===== config.mk =====
export PLATFORM = sky130hd
export DESIGN_NAME = usb_cmd_parser
export DESIGN_NICKNAME = d
export VERILOG_FILES = /design/src/rtl/usb_cmd_parser.sv
export SDC_FILE = /design/constraint.sdc
export NUM_CORES = 1
export LEC_CHECK = 0
export CAP_MARGIN = 20
export CORE_MARGIN = 1
export CORE_UTILIZATION = 39
export CTS_CLUSTER_DIAMETER = 80
export DETAILED_ROUTE_END_ITERATION = 10
export MAX_ROUTING_LAYER = met4
export PLACE_DENSITY_LB_ADDON = 0.08
export SLEW_MARGIN = 10
export SYNTH_ARGS = -nofsm -noshare
export SYNTH_HDL_FRONTEND = slang
export SYNTH_SLANG_ARGS = --single-unit
export TNS_END_PERCENT = 20

===== constraint.sdc =====
create_clock -name usb_clk -period 1.8 [get_ports usb_clk]
set_input_delay 0.27 -clock usb_clk [delete_from_list [all_inputs] [get_ports usb_clk]]
set_output_delay 0.27 -clock usb_clk [all_outputs]
set_load 0.005 [all_outputs]

===== src/rtl/usb_cmd_parser.sv =====
// usb_cmd_parser: frames 8-word commands from the FX2 EP2 read path and
// drives the demodulator setup, frequency words and reset/sleep lines.
// Optional build macro USB_CMD_CHKSUM_EN: W6 must hold the mod-2^16 sum of
// W0-W5; a mismatch discards the frame exactly like a bad tail.
module usb_cmd_parser #(
  parameter int TIMEOUT_CYC   = 255,
  parameter int RST_PULSE_CYC = 16
) (
  input  logic        usb_clk,
  input  logic        sys_rst,
  input  logic        rx_valid,
  input  logic [15:0] rx_data,
  output logic        rx_ready,
  output logic [3:0]  demod_mode,
  output logic [3:0]  pga_gain,
  output logic [7:0]  demod_chn,
  output logic [15:0] ect_freq,
  output logic [15:0] ert_freq,
  output logic [3:0]  rst_sleep,
  output logic        cmd_done,
  output logic        frm_err,
  output logic [7:0]  err_cnt
);
  localparam int GAP_W = $clog2(TIMEOUT_CYC + 1);
  localparam int PUL_W = $clog2(RST_PULSE_CYC + 1);
  localparam logic [GAP_W-1:0] GAP_LAST = GAP_W'(TIMEOUT_CYC - 1);
  localparam logic [PUL_W-1:0] PUL_LOAD = PUL_W'(RST_PULSE_CYC);
  localparam logic [7:0] HEAD_B = 8'h53;
  localparam logic [7:0] TAIL_B = 8'hcd;

  typedef enum logic [1:0] {S_IDLE, S_BODY, S_TAIL, S_EXEC} state_t;

  state_t           r_state, w_state_nxt;
  logic             r_rx_ready;
  logic [2:0]       r_idx;
  logic [GAP_W-1:0] r_gap;
  logic [PUL_W-1:0] r_pul;
  logic [7:0]       r_cmd;
  logic [15:0]      r_w1, r_w2;
  logic [3:0]       r_demod_mode, r_pga_gain, r_rst_sleep;
  logic [7:0]       r_demod_chn, r_err_cnt;
  logic [15:0]      r_ect_freq, r_ert_freq;
  logic             r_cmd_done, r_frm_err;

  logic             w_acc, w_in_frame, w_timeout, w_sum_ok;
  logic             w_err, w_done, w_rst_hit;
  logic [3:0]       w_rst_code;

  assign w_acc      = rx_valid && r_rx_ready;
  assign w_in_frame = (r_state == S_BODY) || (r_state == S_TAIL);
  // The gap counter holds the number of idle cycles already seen, so the
  // frame is dropped on the idle cycle that makes it TIMEOUT_CYC.
  assign w_timeout  = w_in_frame && !w_acc && (r_gap == GAP_LAST);

`ifdef USB_CMD_CHKSUM_EN
  logic [15:0] r_sum;
  logic        r_sum_ok;
  // Running sum of W0-W5, compared against W6 when it arrives
  always_ff @(posedge usb_clk) begin
    if (w_acc) begin
      if (r_state == S_IDLE) begin
        r_sum <= rx_data;
      end else if (r_state == S_BODY) begin
        if (r_idx == 3'd6) r_sum_ok <= (rx_data == r_sum);
        else               r_sum    <= r_sum + rx_data;
      end
    end
  end
  assign w_sum_ok = r_sum_ok;
`else
  assign w_sum_ok = 1'b1;
`endif

  // Frame state register
  always_ff @(posedge usb_clk or negedge sys_rst) begin
    if (!sys_rst) r_state <= S_IDLE;
    else          r_state <= w_state_nxt;
  end

  // Next-state decode plus the per-cycle error/done/reset-code strobes
  always_comb begin
    w_state_nxt = r_state;
    w_err       = 1'b0;
    w_done      = 1'b0;
    w_rst_hit   = 1'b0;
    w_rst_code  = 4'hf;
    case (r_state)
      S_IDLE: begin
        if (w_acc) begin
          if (rx_data[7:0] == HEAD_B) w_state_nxt = S_BODY;
          else                        w_err       = 1'b1;
        end
      end
      S_BODY: begin
        if (w_timeout) begin
          w_state_nxt = S_IDLE;
          w_err       = 1'b1;
        end else if (w_acc && (r_idx == 3'd6)) begin
          w_state_nxt = S_TAIL;
        end
      end
      S_TAIL: begin
        if (w_timeout) begin
          w_state_nxt = S_IDLE;
          w_err       = 1'b1;
        end else if (w_acc) begin
          if ((rx_data[7:0] == TAIL_B) && w_sum_ok) begin
            w_state_nxt = S_EXEC;
          end else begin
            w_state_nxt = S_IDLE;
            w_err       = 1'b1;
          end
        end
      end
      S_EXEC: begin
        w_state_nxt = S_IDLE;
        case (r_cmd)
          8'ha0, 8'h71, 8'h72: w_done = 1'b1;
          8'h35: begin w_done = 1'b1; w_rst_hit = 1'b1; w_rst_code = 4'b0011; end
          8'h36: begin w_done = 1'b1; w_rst_hit = 1'b1; w_rst_code = 4'b0111; end
          8'h37: begin w_done = 1'b1; w_rst_hit = 1'b1; w_rst_code = 4'b1011; end
          8'h11: begin w_done = 1'b1; w_rst_hit = 1'b1; w_rst_code = 4'b1100; end
          8'h12: begin w_done = 1'b1; w_rst_hit = 1'b1; w_rst_code = 4'b1101; end
          8'h13: begin w_done = 1'b1; w_rst_hit = 1'b1; w_rst_code = 4'b1110; end
          default: w_err = 1'b1;
        endcase
      end
      default: w_state_nxt = S_IDLE;
    endcase
  end

  // Handshake, word index, inter-word gap counter and status pulses
  always_ff @(posedge usb_clk or negedge sys_rst) begin
    if (!sys_rst) begin
      r_rx_ready <= 1'b0;
      r_idx      <= 3'd0;
      r_gap      <= '0;
      r_cmd_done <= 1'b0;
      r_frm_err  <= 1'b0;
      r_err_cnt  <= 8'h00;
    end else begin
      r_rx_ready <= (w_state_nxt != S_EXEC);
      r_cmd_done <= w_done;
      r_frm_err  <= w_err;
      if (w_err && (r_err_cnt != 8'hff)) r_err_cnt <= r_err_cnt + 8'h01;
      if (w_acc && (r_state == S_IDLE))      r_idx <= 3'd1;
      else if (w_acc && (r_state == S_BODY)) r_idx <= r_idx + 3'd1;
      if (w_acc || !w_in_frame || w_timeout) r_gap <= '0;
      else                                   r_gap <= r_gap + GAP_W'(1);
    end
  end

  // Frame payload latches; a new head always overwrites stale contents
  always_ff @(posedge usb_clk) begin
    if (w_acc) begin
      if (r_state == S_IDLE) r_cmd <= rx_data[15:8];
      if ((r_state == S_BODY) && (r_idx == 3'd1)) r_w1 <= rx_data;
      if ((r_state == S_BODY) && (r_idx == 3'd2)) r_w2 <= rx_data;
    end
  end

  // Command execution into the setup registers
  always_ff @(posedge usb_clk or negedge sys_rst) begin
    if (!sys_rst) begin
      r_demod_mode <= 4'h0;
      r_pga_gain   <= 4'h0;
      r_demod_chn  <= 8'h00;
      r_ect_freq   <= 16'h0000;
      r_ert_freq   <= 16'h0000;
    end else if (r_state == S_EXEC) begin
      case (r_cmd)
        8'ha0: begin
          r_demod_mode <= r_w1[3:0];
          r_pga_gain   <= r_w1[7:4];
          r_demod_chn  <= r_w1[15:8];
        end
        8'h71:   r_ect_freq <= r_w2;
        8'h72:   r_ert_freq <= r_w2;
        default: ;
      endcase
    end
  end

  // Reset/sleep hold timer; a new code restarts it, other commands leave it
  always_ff @(posedge usb_clk or negedge sys_rst) begin
    if (!sys_rst) begin
      r_rst_sleep <= 4'hf;
      r_pul       <= '0;
    end else if (w_rst_hit) begin
      r_rst_sleep <= w_rst_code;
      r_pul       <= PUL_LOAD;
    end else if (r_pul != '0) begin
      r_pul <= r_pul - PUL_W'(1);
      if (r_pul == PUL_W'(1)) r_rst_sleep <= 4'hf;
    end
  end

  assign rx_ready   = r_rx_ready;
  assign demod_mode = r_demod_mode;
  assign pga_gain   = r_pga_gain;
  assign demod_chn  = r_demod_chn;
  assign ect_freq   = r_ect_freq;
  assign ert_freq   = r_ert_freq;
  assign rst_sleep  = r_rst_sleep;
  assign cmd_done   = r_cmd_done;
  assign frm_err    = r_frm_err;
  assign err_cnt    = r_err_cnt;
endmodule


# Word level (Yosys, flattened, before mapping)
# Cells that the tools add are included.
# op_classes
bitwise_logic	0
reduce_logical	28
n_mux	30
magnitude_cmp	0
n_eq_ne	21
shifts	0
mul	0
n_addsub	4
n_div	0
# op_table
operator	n
8-bit by 5-bit equality test with 1-bit output (second input constant)	3
8-bit by 6-bit equality test with 1-bit output (second input constant)	3
8-bit by 7-bit equality test with 1-bit output (second input constant)	3
8-bit equality test (second input constant)	3
4-bit one-hot mux with 6 select lines	1
8-bit by 1-bit adder with 8-bit output (second input constant)	2
4-bit two-way mux	4
2-bit two-way mux	7
2-bit AND reduction	7
1-bit two-way mux	11
5-bit two-way mux	2
1-bit logical AND	9
9-bit OR reduction	1
8-bit two-way mux	1
8-bit != test (second input constant)	1
2-bit one-hot mux with 4 select lines	1
3-bit two-way mux	2
2-bit nonzero test	3
6-bit OR reduction	1
5-bit by 1-bit equality test with 1-bit output (second input constant)	1
5-bit nonzero test	1
5-bit by 1-bit subtractor with 5-bit output (second input constant)	1
2-bit equality test (second input constant)	2
1-bit one-hot mux with 4 select lines	1
9 further kinds	12
# totals
in_bits	19
elab_cells	100
register_bits	121
mem_count	0
ramBits	0
mem_bits_ro	0
output_inout_bits	63
latch_bits	0

# Logic depth before layout (Yosys ltp)
# depth
ltp_word	7
mapped_depth	7
mapped_depth_nobuf	7

# Worst setup path after synthesis
# No wires, ideal clock.
# synth_path
path_type	reg-to-reg
start	register r_state[1]
end	register r_err_cnt[1] (netlist: err_cnt[1])
t_required_ps	1675
slack_ps	20
path_buffers	0
t_arrival_ps	1654
stages_incl_launch_ff	7
setup_ps	125
period_less_slack_ps	1780
cell_sequence	dfrtp_1 inv_1 ha_1 o211ai_1 o221a_2 a21oi_2 mux2_4
# synth_via
elab_chain_cells	7
word_cells_on_any_way	11
cone_classes	3 x eq/ne; 3 x mux; 5 x reduce/logical
# synth_lines
item	line_no	source
from (decl)	33	state_t r_state, w_state_nxt;
from (signal assigned)	77	else r_state <= w_state_nxt;
2-bit by 1-bit equality test with 1-bit output / 2-bit equality test (equally long branches)	50, 87	
1-bit logical OR	50	assign w_in_frame = (r_state == S_BODY) || (r_state == S_TAIL);
1-bit logical AND (2 in a row)	53	assign w_timeout = w_in_frame && !w_acc && (r_gap == GAP_LAST);
1-bit two-way mux, on equally long branches	103, 95	
1-bit one-hot mux with 4 select lines (*)	87	case (r_state)
1-bit logical AND (*)	145	if (w_err && (r_err_cnt != 8'hff)) r_err_cnt <= r_err_cnt + 8'h01;
to (signal assigned)	145	
to (decl)	41	logic [7:0] r_demod_chn, r_err_cnt;
# Mark *: on every way between the ends. The rest lies on a longest branch, timed or not.
# A chain may end at the register's enable or synchronous reset.

# Final worst setup path
# layout_path
start	register r_cmd[5]
end	register r_err_cnt[1] (netlist: err_cnt[1])
# layout_via
elab_chain_cells	5
word_cells_on_any_way	13
cone_classes	9 x eq/ne; 2 x mux; 2 x reduce/logical
# layout_lines
item	line_no	source
from (decl)	38	logic [7:0] r_cmd;
from (signal assigned)	156	if (r_state == S_IDLE) r_cmd <= rx_data[15:8];
8-bit by 7-bit equality test with 1-bit output (tied with other cells)	117	case (r_cmd)
9-bit OR reduction (no source line) (*)	n/a	
1-bit two-way mux (*)	117	
1-bit one-hot mux with 4 select lines (*)	87	
1-bit logical AND (*)	145	
# Marked as above.

==> results.json <==
{
  "io_pins": 82,
  "most-common-layout-cells": "80 x clkdlybuf4s50_1, 77 x dfrtp_1, 49 x mux2_2",
  "gr-total-overflow": 0,
  "cts_root_buffer": "clkbuf_16",
  "powerDensity_nw_per_um2": 1300,
  "synth_flop_cell": "dfrtp_1",
  "cap_violations": 0,
  "synth_warnings": 0,
  "initial_core_util_pct": 40.0,
  "core-area_um2": 12600,
  "vdd_ir_drop_max_v": 0.000868,
  "antenna_cells": 0,
  "grt_max_degree": 36,
  "htreeDepth": 4,
  "fin_nets": 524,
  "critPathKind": "reg2reg",
  "slew_violations": 0,
  "die_y_um": 116,
  "syn2layout_area_growth_pct": 41.4,
  "final_area_um2": 7140,
  "worst_pin_slew_ns": 0.428,
  "io_buffer_count": 81,
  "synthArstFlopShare_pct": 66.9,
  "viasPerCell": 4.91,
  "post-route-period-util_pct": 101,
  "dp.final_hpwl_um": 7760,
  "synth_xor_area_share_pct": 2.60,
  "post_route_cells_drive_above_1_share_pct": 31.9,
  "fin_skew_ns": 0.00663,
  "synth_compound_area_share_pct": 5.84,
  "dieArea_um2": 13400,
  "cp.required_ns": 2.09,
  "synth_mux_area_share_pct": 11.7,
  "synthSimpleGateAreaFrac_pct": 10.4,
  "setup_slack_ns": -0.0112,
  "dr.first_iter.drc_count": 134,
  "grt_pass1_vias": 3364,
  "synth_area_leader_cell": "dfrtp_1",
  "synth_area_leaders": "dfrtp_1 38%, edfxtp_1 24%, mux2_2 11%",
  "setup_tns_ns": -0.0112,
  "violations": "negative setup slack",
  "synth.distinct_cells": 55,
  "rsz0062_at_grt": "true",
  "max_slew_margin_pct": 71.1,
  "ys_ff_latch": 121,
  "wl_um": 11100,
  "hold_viol": 0,
  "antenna_found_initial": 0,
  "crit_path_end_kind": "register",
  "synth_top_area_share_pct": 38.1,
  "synth_top_family_by_area": "multiplexers",
  "finalSetupViolations": 1,
  "max_freq_mhz": 552,
  "first_pass_iters": 4,
  "crit_path_start": "r_cmd[5]",
  "grt_first_pass_wirelength_um": 17700,
  "path_max_fanout": 5,
  "die_w_um": 116,
  "synth_fp_nets": 377,
  "rr_worst_depth": 5,
  "synth_edf_count": 40,
  "wl_per_cell_um": 16.4,
  "yosysSeqAreaShare_pct": 64.0,
  "rows": 41,
  "status": "finished, violations left",
  "cts_tree": "yes",
  "avgSynthCellArea_um2": 14.7,
  "timing.reg2reg.setup_slack_ns": -0.01,
  "power_leakage_uw": 0.00313,
  "critPathLaunchType": "register",
  "fillers": 1069,
  "r2r-start": "r_cmd[5]",
  "synthCells": 344,
  "gp_congestion": 0.896,
  "layout_commonest_cell": "clkdlybuf4s50_1",
  "crit_arrival_ns": 2.10,
  "drtAntennaViolNets": 0,
  "min_path_type": "in2async",
  "syn_area_um2": 5050,
  "timing.final.crit_period_ns": 1.81,
  "placed_area_um2": 6430,
  "cts_buffers": 17,
  "clk_path_buf_depth": 2,
  "clk-insertion-delay-late_ns": 0.41,
  "vias": 3317,
  "cts_num_sinks": 121,
  "clkTransAtPathRegs_ns": 0.05,
  "timing.rr.end": "err_cnt[1]",
  "grt.total_usage_pct": 18.6,
  "drc_errors": 0,
  "synth_fa_ha_area_share_pct": 3.47
}
## critical path, cell delays in order, from the launching register on
cell,delay (ns)
edfxtp_1,0.46
and4bb_2,0.31
a22oi_4,0.20
nand4_4,0.19
a21oi_2,0.22
mux2_4,0.31
## worst max path at each step
stage	endpoint	slack [ns]	cells after the start
2_1_floorplan	err_cnt[1]	0.02	6
3_3_place_gp	err_cnt[1]	-0.40	6
3_5_place_dp	err_cnt[1]	-0.42	6
4_1_cts	err_cnt[1]	-0.03	5
5_1_grt	err_cnt[1]	-0.09	5
6_report	err_cnt[1]	-0.01	5
## power by group
part           total [uW]  internal (uW)  switching (uW)
Sequential           3700           3330             370
Combinational        2400           1270            1120
Clock                3200           2090            1110
## through the flow
| stage | util (%) | hold WS (ns) | std cells | total power (uW) | setup WS, ns |
|---|---|---|---|---|---|
| floorplan | - | -0.0256 | 344 | 4780 | 0.0205 |
| global placement | 51.0 | 0.230 | 634 | 5890 | -0.400 |
| detailed placement | 51.0 | 0.234 | 634 | 5940 | -0.420 |
| CTS | 55.9 | 0.342 | 672 | 9250 | -0.0265 |
| global route | 56.6 | 0.367 | 676 | 9810 | -0.0865 |
| finish | 56.6 | 0.339 | 676 | 9290 | -0.0112 |
## kinds of logic after synthesis
logic type               after synthesis
AO/OA/AOI/OAI                         42
multiplexers                          52
AND/OR/NAND/NOR                       80
flip-flops                           121
XOR/XNOR                              15
adder cells (fa/ha/maj)               14
buffers and inverters                 20
## sequential cells by signal, indices dropped and copies added (netlist names)
signal      flops
r_w1           16
cmd_done        1
ert_freq       16
pga_gain        4
r_pul           5
frm_err         1
r_w2           16
ect_freq       16
r_gap           8
demod_mode      4
r_cmd           8
demod_chn       8
rx_ready        1
r_idx           3
rst_sleep       4
err_cnt         8
r_state         2
## synth_stat cells (3+ instances only)
master / instances
ha_1: 14
o21ai_0: 7
a21oi_1: 11
xor2_1: 12
inv_1: 11
nand3_1: 5
dfstp_2: 4
dfrtp_1: 77
mux2_2: 49
edfxtp_1: 40
nand2_1: 16
a211oi_1: 3
o2111ai_1: 3
nor2_1: 23
and4b_1: 4
and3_1: 5
nand4_1: 4
xnor2_1: 3
buf_2: 4
a31oi_1: 5
## final cells by class
type / count / area (um2) / area share, %
clock buffers: 22 / 464 / 6.50
inverters: 12 / 45.0 / 0.631
well taps: 172 / 215 / 3.01
multi-input cells: 203 / 1780 / 24.9
repair buffers: 136 / 1310 / 18.3
clock inverters: 10 / 103 / 1.44
flip-flops and latches: 121 / 3230 / 45.3
## timing repair
action,CTS,global route
endpoints found under the setup margin,6,30
hold buffers,1,0
pin swaps,3,3
gates resized for setup,1,12
setup buffers,5,4
endpoints found under the hold margin,23,0
## metal layers
layer	vias up	wire length (um)	global-route usage, %
li1	1572	-	-
met1	1655	4940	23.1
met2	76	5530	29.0
met3	14	401	5.96
met4	0	184	5.90
met5	-	0	-
No activity file was read; power rests on OpenSTA's default activity.
